==> config.mk <==
export PLATFORM = sky130hd
export DESIGN_NAME = h14tx_period_sequencer_flat
export DESIGN_NICKNAME = d
export VERILOG_FILES = /design/src/rtl/h14tx_period_sequencer_pkg.sv /design/src/rtl/h14tx_period_sequencer_if.sv /design/src/rtl/h14tx_period_sequencer.sv /design/src/flat_wrapper.sv
export SDC_FILE = /design/constraint.sdc
export NUM_CORES = 1
export LEC_CHECK = 0
export ABC_CLOCK_PERIOD_IN_PS = 4800
export BUFFER_PORTS_ARGS = -buffer_cell sky130_fd_sc_hd__buf_2
export CORE_ASPECT_RATIO = 1.2
export CORE_MARGIN = 8
export CORE_UTILIZATION = 40
export DETAILED_ROUTE_END_ITERATION = 12
export GPL_TIMING_DRIVEN = 1
export PLACE_DENSITY = 0.74
export RECOVER_POWER = 25
export SLEW_MARGIN = 30
export SYNTH_ARGS = -nofsm -noshare
export SYNTH_HDL_FRONTEND = slang
export SYNTH_SLANG_ARGS = --single-unit
==> constraint.sdc <==
create_clock -name clk -period 4.8 [get_ports clk]
set_clock_uncertainty 0.2 [all_clocks]
set_input_delay 0.48 -clock clk [delete_from_list [all_inputs] [get_ports clk]]
set_output_delay 0.48 -clock clk [all_outputs]
set_load 0.05 [all_outputs]
==> src/rtl/h14tx_period_sequencer_pkg.sv <==
// Shared types and TMDS constants for the HDMI 1.4 period sequencer.
package h14tx_pkg;

  typedef logic [9:0] symbol_t;

  typedef enum logic {
    PERIOD_VIDEO  = 1'b0,
    PERIOD_ISLAND = 1'b1
  } period_e;

  typedef enum logic [2:0] {
    ST_CTRL,
    ST_PREAMBLE,
    ST_LEAD_GUARD,
    ST_PAYLOAD,
    ST_TRAIL_GUARD
  } state_e;

  localparam symbol_t CTRL_00 = 10'b1101010100;
  localparam symbol_t CTRL_01 = 10'b0010101011;
  localparam symbol_t CTRL_10 = 10'b0101010100;
  localparam symbol_t CTRL_11 = 10'b1010101011;

  localparam symbol_t GUARD_VID_02 = 10'b1011001100;
  localparam symbol_t GUARD_VID_1  = 10'b0100110011;
  localparam symbol_t GUARD_ISL_12 = 10'b0100110011;

  function automatic symbol_t ctrl_symbol(input logic [1:0] d);
    symbol_t s;
    unique case (d)
      2'b00: s = CTRL_00;
      2'b01: s = CTRL_01;
      2'b10: s = CTRL_10;
      default: s = CTRL_11;
    endcase
    return s;
  endfunction

endpackage

==> src/rtl/h14tx_period_sequencer_if.sv <==
// Period request, payload handshake and TMDS symbol bundle of the sequencer.
interface h14tx_period_sequencer_if;
  import h14tx_pkg::*;

  logic          hsync;
  logic          vsync;
  logic          period_valid;
  logic          period_type;
  logic          period_ready;
  symbol_t       island_guard_sym;
  symbol_t [2:0] payload_sym;
  logic          payload_valid;
  logic          payload_last;
  logic          payload_ready;
  symbol_t [2:0] symbol;
  logic          underflow;

  modport slave (
    input  hsync, vsync, period_valid, period_type, island_guard_sym,
    input  payload_sym, payload_valid, payload_last,
    output period_ready, payload_ready, symbol, underflow
  );

  modport master (
    output hsync, vsync, period_valid, period_type, island_guard_sym,
    output payload_sym, payload_valid, payload_last,
    input  period_ready, payload_ready, symbol, underflow
  );

endinterface

==> src/rtl/h14tx_period_sequencer.sv <==
// Sequences the three TMDS channels through control, preamble, guard-band and
// payload phases for video and data-island periods.
module h14tx_period_sequencer
  import h14tx_pkg::*;
#(
  parameter int PreambleLen = 8,
  parameter int GuardLen    = 2,
  parameter int MinCtrlLen  = 12
) (
  input  logic clk,
  input  logic rst,
  h14tx_period_sequencer_if.slave bus
);

  localparam int CntMax = (PreambleLen > GuardLen)
                        ? ((PreambleLen > MinCtrlLen) ? PreambleLen : MinCtrlLen)
                        : ((GuardLen > MinCtrlLen) ? GuardLen : MinCtrlLen);
  localparam int CntW = $clog2(CntMax + 1);

  localparam logic [CntW-1:0] CtrlSat   = CntW'(MinCtrlLen - PreambleLen);
  localparam logic [CntW-1:0] PreLast   = CntW'(PreambleLen - 1);
  localparam logic [CntW-1:0] GuardLast = CntW'(GuardLen - 1);

  state_e          state_q, state_d;
  logic [CntW-1:0] ctrl_cnt_q, ctrl_cnt_d;
  logic [CntW-1:0] phase_q, phase_d;
  period_e         type_q, type_d;
  logic            underflow_q, underflow_d;
  symbol_t [2:0]   symbol_q, symbol_d;

  assign bus.period_ready  = (state_q == ST_CTRL) && (ctrl_cnt_q == CtrlSat);
  assign bus.payload_ready = (state_q == ST_PAYLOAD);
  assign bus.symbol        = symbol_q;
  assign bus.underflow     = underflow_q;

  always_comb begin
    state_d     = state_q;
    ctrl_cnt_d  = ctrl_cnt_q;
    phase_d     = phase_q;
    type_d      = type_q;
    underflow_d = underflow_q;
    // Control characters are the fallback for CTRL and for payload starvation.
    symbol_d[0] = ctrl_symbol({bus.vsync, bus.hsync});
    symbol_d[1] = CTRL_00;
    symbol_d[2] = CTRL_00;

    unique case (state_q)
      ST_CTRL: begin
        if (ctrl_cnt_q != CtrlSat) ctrl_cnt_d = ctrl_cnt_q + CntW'(1);
        if (bus.period_valid && bus.period_ready) begin
          type_d  = bus.period_type ? PERIOD_ISLAND : PERIOD_VIDEO;
          state_d = ST_PREAMBLE;
          phase_d = '0;
        end
      end
      ST_PREAMBLE: begin
        symbol_d[1] = CTRL_01;
        symbol_d[2] = (type_q == PERIOD_ISLAND) ? CTRL_01 : CTRL_00;
        phase_d     = phase_q + CntW'(1);
        if (phase_q == PreLast) begin
          state_d = ST_LEAD_GUARD;
          phase_d = '0;
        end
      end
      ST_LEAD_GUARD: begin
        if (type_q == PERIOD_ISLAND) begin
          symbol_d[0] = bus.island_guard_sym;
          symbol_d[1] = GUARD_ISL_12;
          symbol_d[2] = GUARD_ISL_12;
        end else begin
          symbol_d[0] = GUARD_VID_02;
          symbol_d[1] = GUARD_VID_1;
          symbol_d[2] = GUARD_VID_02;
        end
        phase_d = phase_q + CntW'(1);
        if (phase_q == GuardLast) begin
          state_d = ST_PAYLOAD;
          phase_d = '0;
        end
      end
      ST_PAYLOAD: begin
        if (bus.payload_valid) begin
          symbol_d = bus.payload_sym;
          if (bus.payload_last) begin
            if (type_q == PERIOD_ISLAND) begin
              state_d = ST_TRAIL_GUARD;
              phase_d = '0;
            end else begin
              state_d    = ST_CTRL;
              ctrl_cnt_d = '0;
            end
          end
        end else begin
          underflow_d = 1'b1;
        end
      end
      ST_TRAIL_GUARD: begin
        symbol_d[0] = bus.island_guard_sym;
        symbol_d[1] = GUARD_ISL_12;
        symbol_d[2] = GUARD_ISL_12;
        phase_d     = phase_q + CntW'(1);
        if (phase_q == GuardLast) begin
          state_d    = ST_CTRL;
          ctrl_cnt_d = '0;
        end
      end
      default: begin
        state_d    = ST_CTRL;
        ctrl_cnt_d = '0;
      end
    endcase
  end

  always_ff @(posedge clk) begin
    if (rst) begin
      state_q     <= ST_CTRL;
      ctrl_cnt_q  <= '0;
      phase_q     <= '0;
      type_q      <= PERIOD_VIDEO;
      underflow_q <= 1'b0;
      symbol_q    <= {CTRL_00, CTRL_00, CTRL_00};
    end else begin
      state_q     <= state_d;
      ctrl_cnt_q  <= ctrl_cnt_d;
      phase_q     <= phase_d;
      type_q      <= type_d;
      underflow_q <= underflow_d;
      symbol_q    <= symbol_d;
    end
  end

endmodule

==> src/flat_wrapper.sv <==
// flat-port wrapper written by rule: the top's interface ports become plain ports
module h14tx_period_sequencer_flat import h14tx_pkg::*;
#(
  parameter int PreambleLen = 8,
  parameter int GuardLen    = 2,
  parameter int MinCtrlLen  = 12
)
  (clk, rst, bus_hsync, bus_vsync, bus_period_valid, bus_period_type, bus_island_guard_sym, bus_payload_sym, bus_payload_valid, bus_payload_last, bus_period_ready, bus_payload_ready, bus_symbol, bus_underflow);
  h14tx_period_sequencer_if bus_i ();
  input  logic clk;
  input  logic rst;
  input wire logic [$bits(bus_i.hsync)-1:0] bus_hsync;
  input wire logic [$bits(bus_i.vsync)-1:0] bus_vsync;
  input wire logic [$bits(bus_i.period_valid)-1:0] bus_period_valid;
  input wire logic [$bits(bus_i.period_type)-1:0] bus_period_type;
  input wire logic [$bits(bus_i.island_guard_sym)-1:0] bus_island_guard_sym;
  input wire logic [$bits(bus_i.payload_sym)-1:0] bus_payload_sym;
  input wire logic [$bits(bus_i.payload_valid)-1:0] bus_payload_valid;
  input wire logic [$bits(bus_i.payload_last)-1:0] bus_payload_last;
  output wire logic [$bits(bus_i.period_ready)-1:0] bus_period_ready;
  output wire logic [$bits(bus_i.payload_ready)-1:0] bus_payload_ready;
  output wire logic [$bits(bus_i.symbol)-1:0] bus_symbol;
  output wire logic [$bits(bus_i.underflow)-1:0] bus_underflow;
  assign bus_i.hsync = bus_hsync;
  assign bus_i.vsync = bus_vsync;
  assign bus_i.period_valid = bus_period_valid;
  assign bus_i.period_type = bus_period_type;
  assign bus_i.island_guard_sym = bus_island_guard_sym;
  assign bus_i.payload_sym = bus_payload_sym;
  assign bus_i.payload_valid = bus_payload_valid;
  assign bus_i.payload_last = bus_payload_last;
  assign bus_period_ready = bus_i.period_ready;
  assign bus_payload_ready = bus_i.payload_ready;
  assign bus_symbol = bus_i.symbol;
  assign bus_underflow = bus_i.underflow;
  h14tx_period_sequencer #(.PreambleLen(PreambleLen), .GuardLen(GuardLen), .MinCtrlLen(MinCtrlLen)) u_core (.clk(clk), .rst(rst), .bus(bus_i));
endmodule
==> summary.md <==
| Metric | Value |
|---|---|
| Sequential Power Share | 46.3% |
| Worst-path clk slew | 0.08 ns |
| Setup bufs post-CTS | 0 |
| CTS buffer count | 5 |
| FMAX | 388 MHz |
| Port Buffer Count | 80 |
| GPL Wtd Cong | 0.841 |
| Drt first pass iters | 4 |
| Synth top area cells | dfxtp_1, a21oi_1, nand2_1 |
| Ys async rst share | 0% |
| Yosys top cell by area | dfxtp_1 |
| Die H | 93.9 µm |
| H-tree level count | 2 |
| Met1 Usage GRT | 13.9% |
| Drt drc | 0 |
| EDFF count, synth | 0 |
| Syn Inst Count | 246 |
| Setup TNS | 0 ns |
| Global route overflow | 0 |
| LEAKAGE | 1.03 nW |
| Cell-internal power | 0.601 mW |
| WP data arrival | 1.90 ns |
| Slew HR | 44.3% |
| Setup CP Type | reg2out |
| Setup WS post-layout | 2.22 ns |
| Tightest Pin Transition | 0.834 ns |
| Nets | 374 |
| WL per Instance | 13.7 µm |
| Die width | 80.9 µm |
| Slew Viols, Final | 0 |
| First-pass GRT wire length | 8110 µm |
| CTS tree | yes |
| Root buf cell | clkbuf_8 |
| Clock share of power | 24.1% |
| Commonest cells in the netlist | dfxtp_1, nand2_1, a21oi_1, nor2_1, o21ai_0 |
| Hold buffer count at cts | 0 |
| Switching power | 0.350 mW |
| Yosys cell types | 46 |
| Via-to-Cell Ratio | 5.23 |
| Die ar. | 7600 µm² |
| Yosys reg bits | 43 |
| Met2 Usage GRT | 23.4% |
| GR Util All Layers | 13.2% |
| GR peak layer | met2 |
| Final Hold Fails | 0 |
| Final HPWL from detailed placement | 4040 µm |
| Status | completed |
| Hold Crit Class | in2reg |
| Vias in the first global route | 1839 |
| Syn Nets | 302 |
| Max-cap violations | 0 |
| RSZ-0062 raised after global routing | no |
| Period utilization | 53.7% |
| Area share of the largest cell type after synthesis | 42.5% |
| Detailed-route wire length | 5190 µm |
| CP required | 4.12 ns |
| Core ar. | 4900 µm² |
| Most used flip-flop cell after synthesis | dfxtp_1 |
| Initial Utilization | 41.2% |
| Avg Inst Size Synth | 8.22 µm² |
| Max clock buf depth | 2 |
| Sequential share of the synthesized area | 42.5% |
| P per Cell Area | 384 nW/µm² |
| Core Rows | 28 |
| Antenna diodes | 0 |
| Later-pin clock latency in the skew report | 0.29 ns |
| Sink Count | 43 |
| Cell with the most instances after synthesis | dfxtp_1 |
| Num ports | 81 |
| Crit-path max FO | 26 |
| Antenna violations before repair | 0 |
| Cts repair resizes | 0 |
| Setup WS pre-CTS | 2.49 ns |
| Starting DRT DRC Count | 128 |
| Comb power frac | 29.5% |
| Cell Area, Synth | 2020 µm² |
| Met3 Use GR | 4.31% |
| Largest net degree at the start of global routing | 30 |
| CP Launch Type | flip-flop |
| Vias post-DR | 1978 |
| Warnings, synthesis | 0 |
| Final ANT Viol Nets | 0 |
| Final min period | 2.58 ns |
| Area Overhead vs Synth | 22.5% |
| Final Setup Violations | 0 |
| Worst vdd ir | 0.000171 V |
| Crit path capture type | output pin |
| Net Sw Frac | 36.8% |
| Share of post-route cells with drive strength above 1 | 23.0% |
## state kept, by name, indices dropped and copies added (netlist names)
| name | count |
|---|---|
| u_core.bus.symbol | 30 |
| u_core.bus.underflow | 1 |
| u_core.ctrl_cnt_q | 4 |
| u_core.phase_q | 4 |
| u_core.state_q | 3 |
| u_core.type_q | 1 |
## worst paths after layout
check                                    start                                end  slack [ns]  cells past startpoint
max             u_core.state_q[0]$_SDFFE_PP0P_                  bus_payload_ready        2.22                      3
min reg2reg  u_core.bus.underflow$_SDFFE_PP0P_  u_core.bus.underflow$_SDFFE_PP0P_        0.28                      2
min                    bus_island_guard_sym[4]    u_core.bus.symbol[4]$_SDFF_PP1_        0.21                      3
max reg2reg     u_core.state_q[0]$_SDFFE_PP0P_    u_core.bus.symbol[7]$_SDFF_PP0_        2.45                      4
## logic make-up after synthesis
logic type               after synthesis  share of synthesized area (%)
AO/OA/AOI/OAI                         73                           21.5
multiplexers                           1                          0.495
adder cells (fa/ha/maj)                8                           4.95
buffers and inverters                 24                           5.81
XOR/XNOR                               1                          0.433
flip-flops                            43                           42.5
AND/OR/NAND/NOR                       96                           24.2
## per-stage QoR
step / utilization [%] / hold WS, ns / total power [mW] / cells / cell area [µm²]
floorplan: - / 0.262 / 0.662 / 246 / 2020
global placement: 49.2 / 0.246 / 0.728 / 371 / 2410
detailed placement: 49.2 / 0.264 / 0.734 / 371 / 2410
CTS: 51.0 / 0.207 / 0.964 / 378 / 2500
global route: 50.5 / 0.217 / 1.01 / 378 / 2480
finish: 50.5 / 0.209 / 0.952 / 378 / 2480
## per-layer routing
metal | part of all wire (%) | wire, µm
met5 | 0 | 0
met3 | 9.2 | 479
met4 | 1.3 | 70
met2 | 51 | 2630
met1 | 39 | 2020
## critical path, stage by stage, from the launching register on
cell and delay (ns):
dfxtp_1 0.85, nand3b_2 0.32, inv_1 0.15, buf_2 0.27
## cell usage in the layout, fill, tap and decap left out, drive strengths merged, types with 3 or more instances in the layout
cell type | Yosys | routed
a31oi | 6 | 6
clkbuf | 8 | 25
o21ai | 16 | 16
and2 | 3 | 3
o22ai | 3 | 3
nand2b | 4 | 4
nor2 | 22 | 22
dfxtp | 43 | 43
inv | 9 | 9
a21oi | 28 | 28
nand3 | 11 | 11
or3 | 3 | 3
ha | 8 | 8
nand2 | 29 | 29
nand3b | 4 | 4
nor2b | 3 | 3
buf | 7 | 61
nor3 | 7 | 7
a22oi | 7 | 7
## layout make-up
type	instances	area, µm²
Multi-Input combinational cell	179	1040
Sequential cell	43	861
Clock inverter	1	5.00
Timing Repair Buffer	80	377
Tap cell	60	75.1
Clock buffer	6	82.6
Fill cell	506	2430
Inverter	9	33.8
## power by group through the flow
stage	sequential (mW)	combinational, mW	clock, mW
finish	0.441	0.281	0.230
global route	0.448	0.308	0.252
CTS	0.439	0.288	0.237
detailed placement	0.448	0.287	0
global placement	0.446	0.282	0
floorplan	0.506	0.156	0
Power figures use the tool's default switching activity.
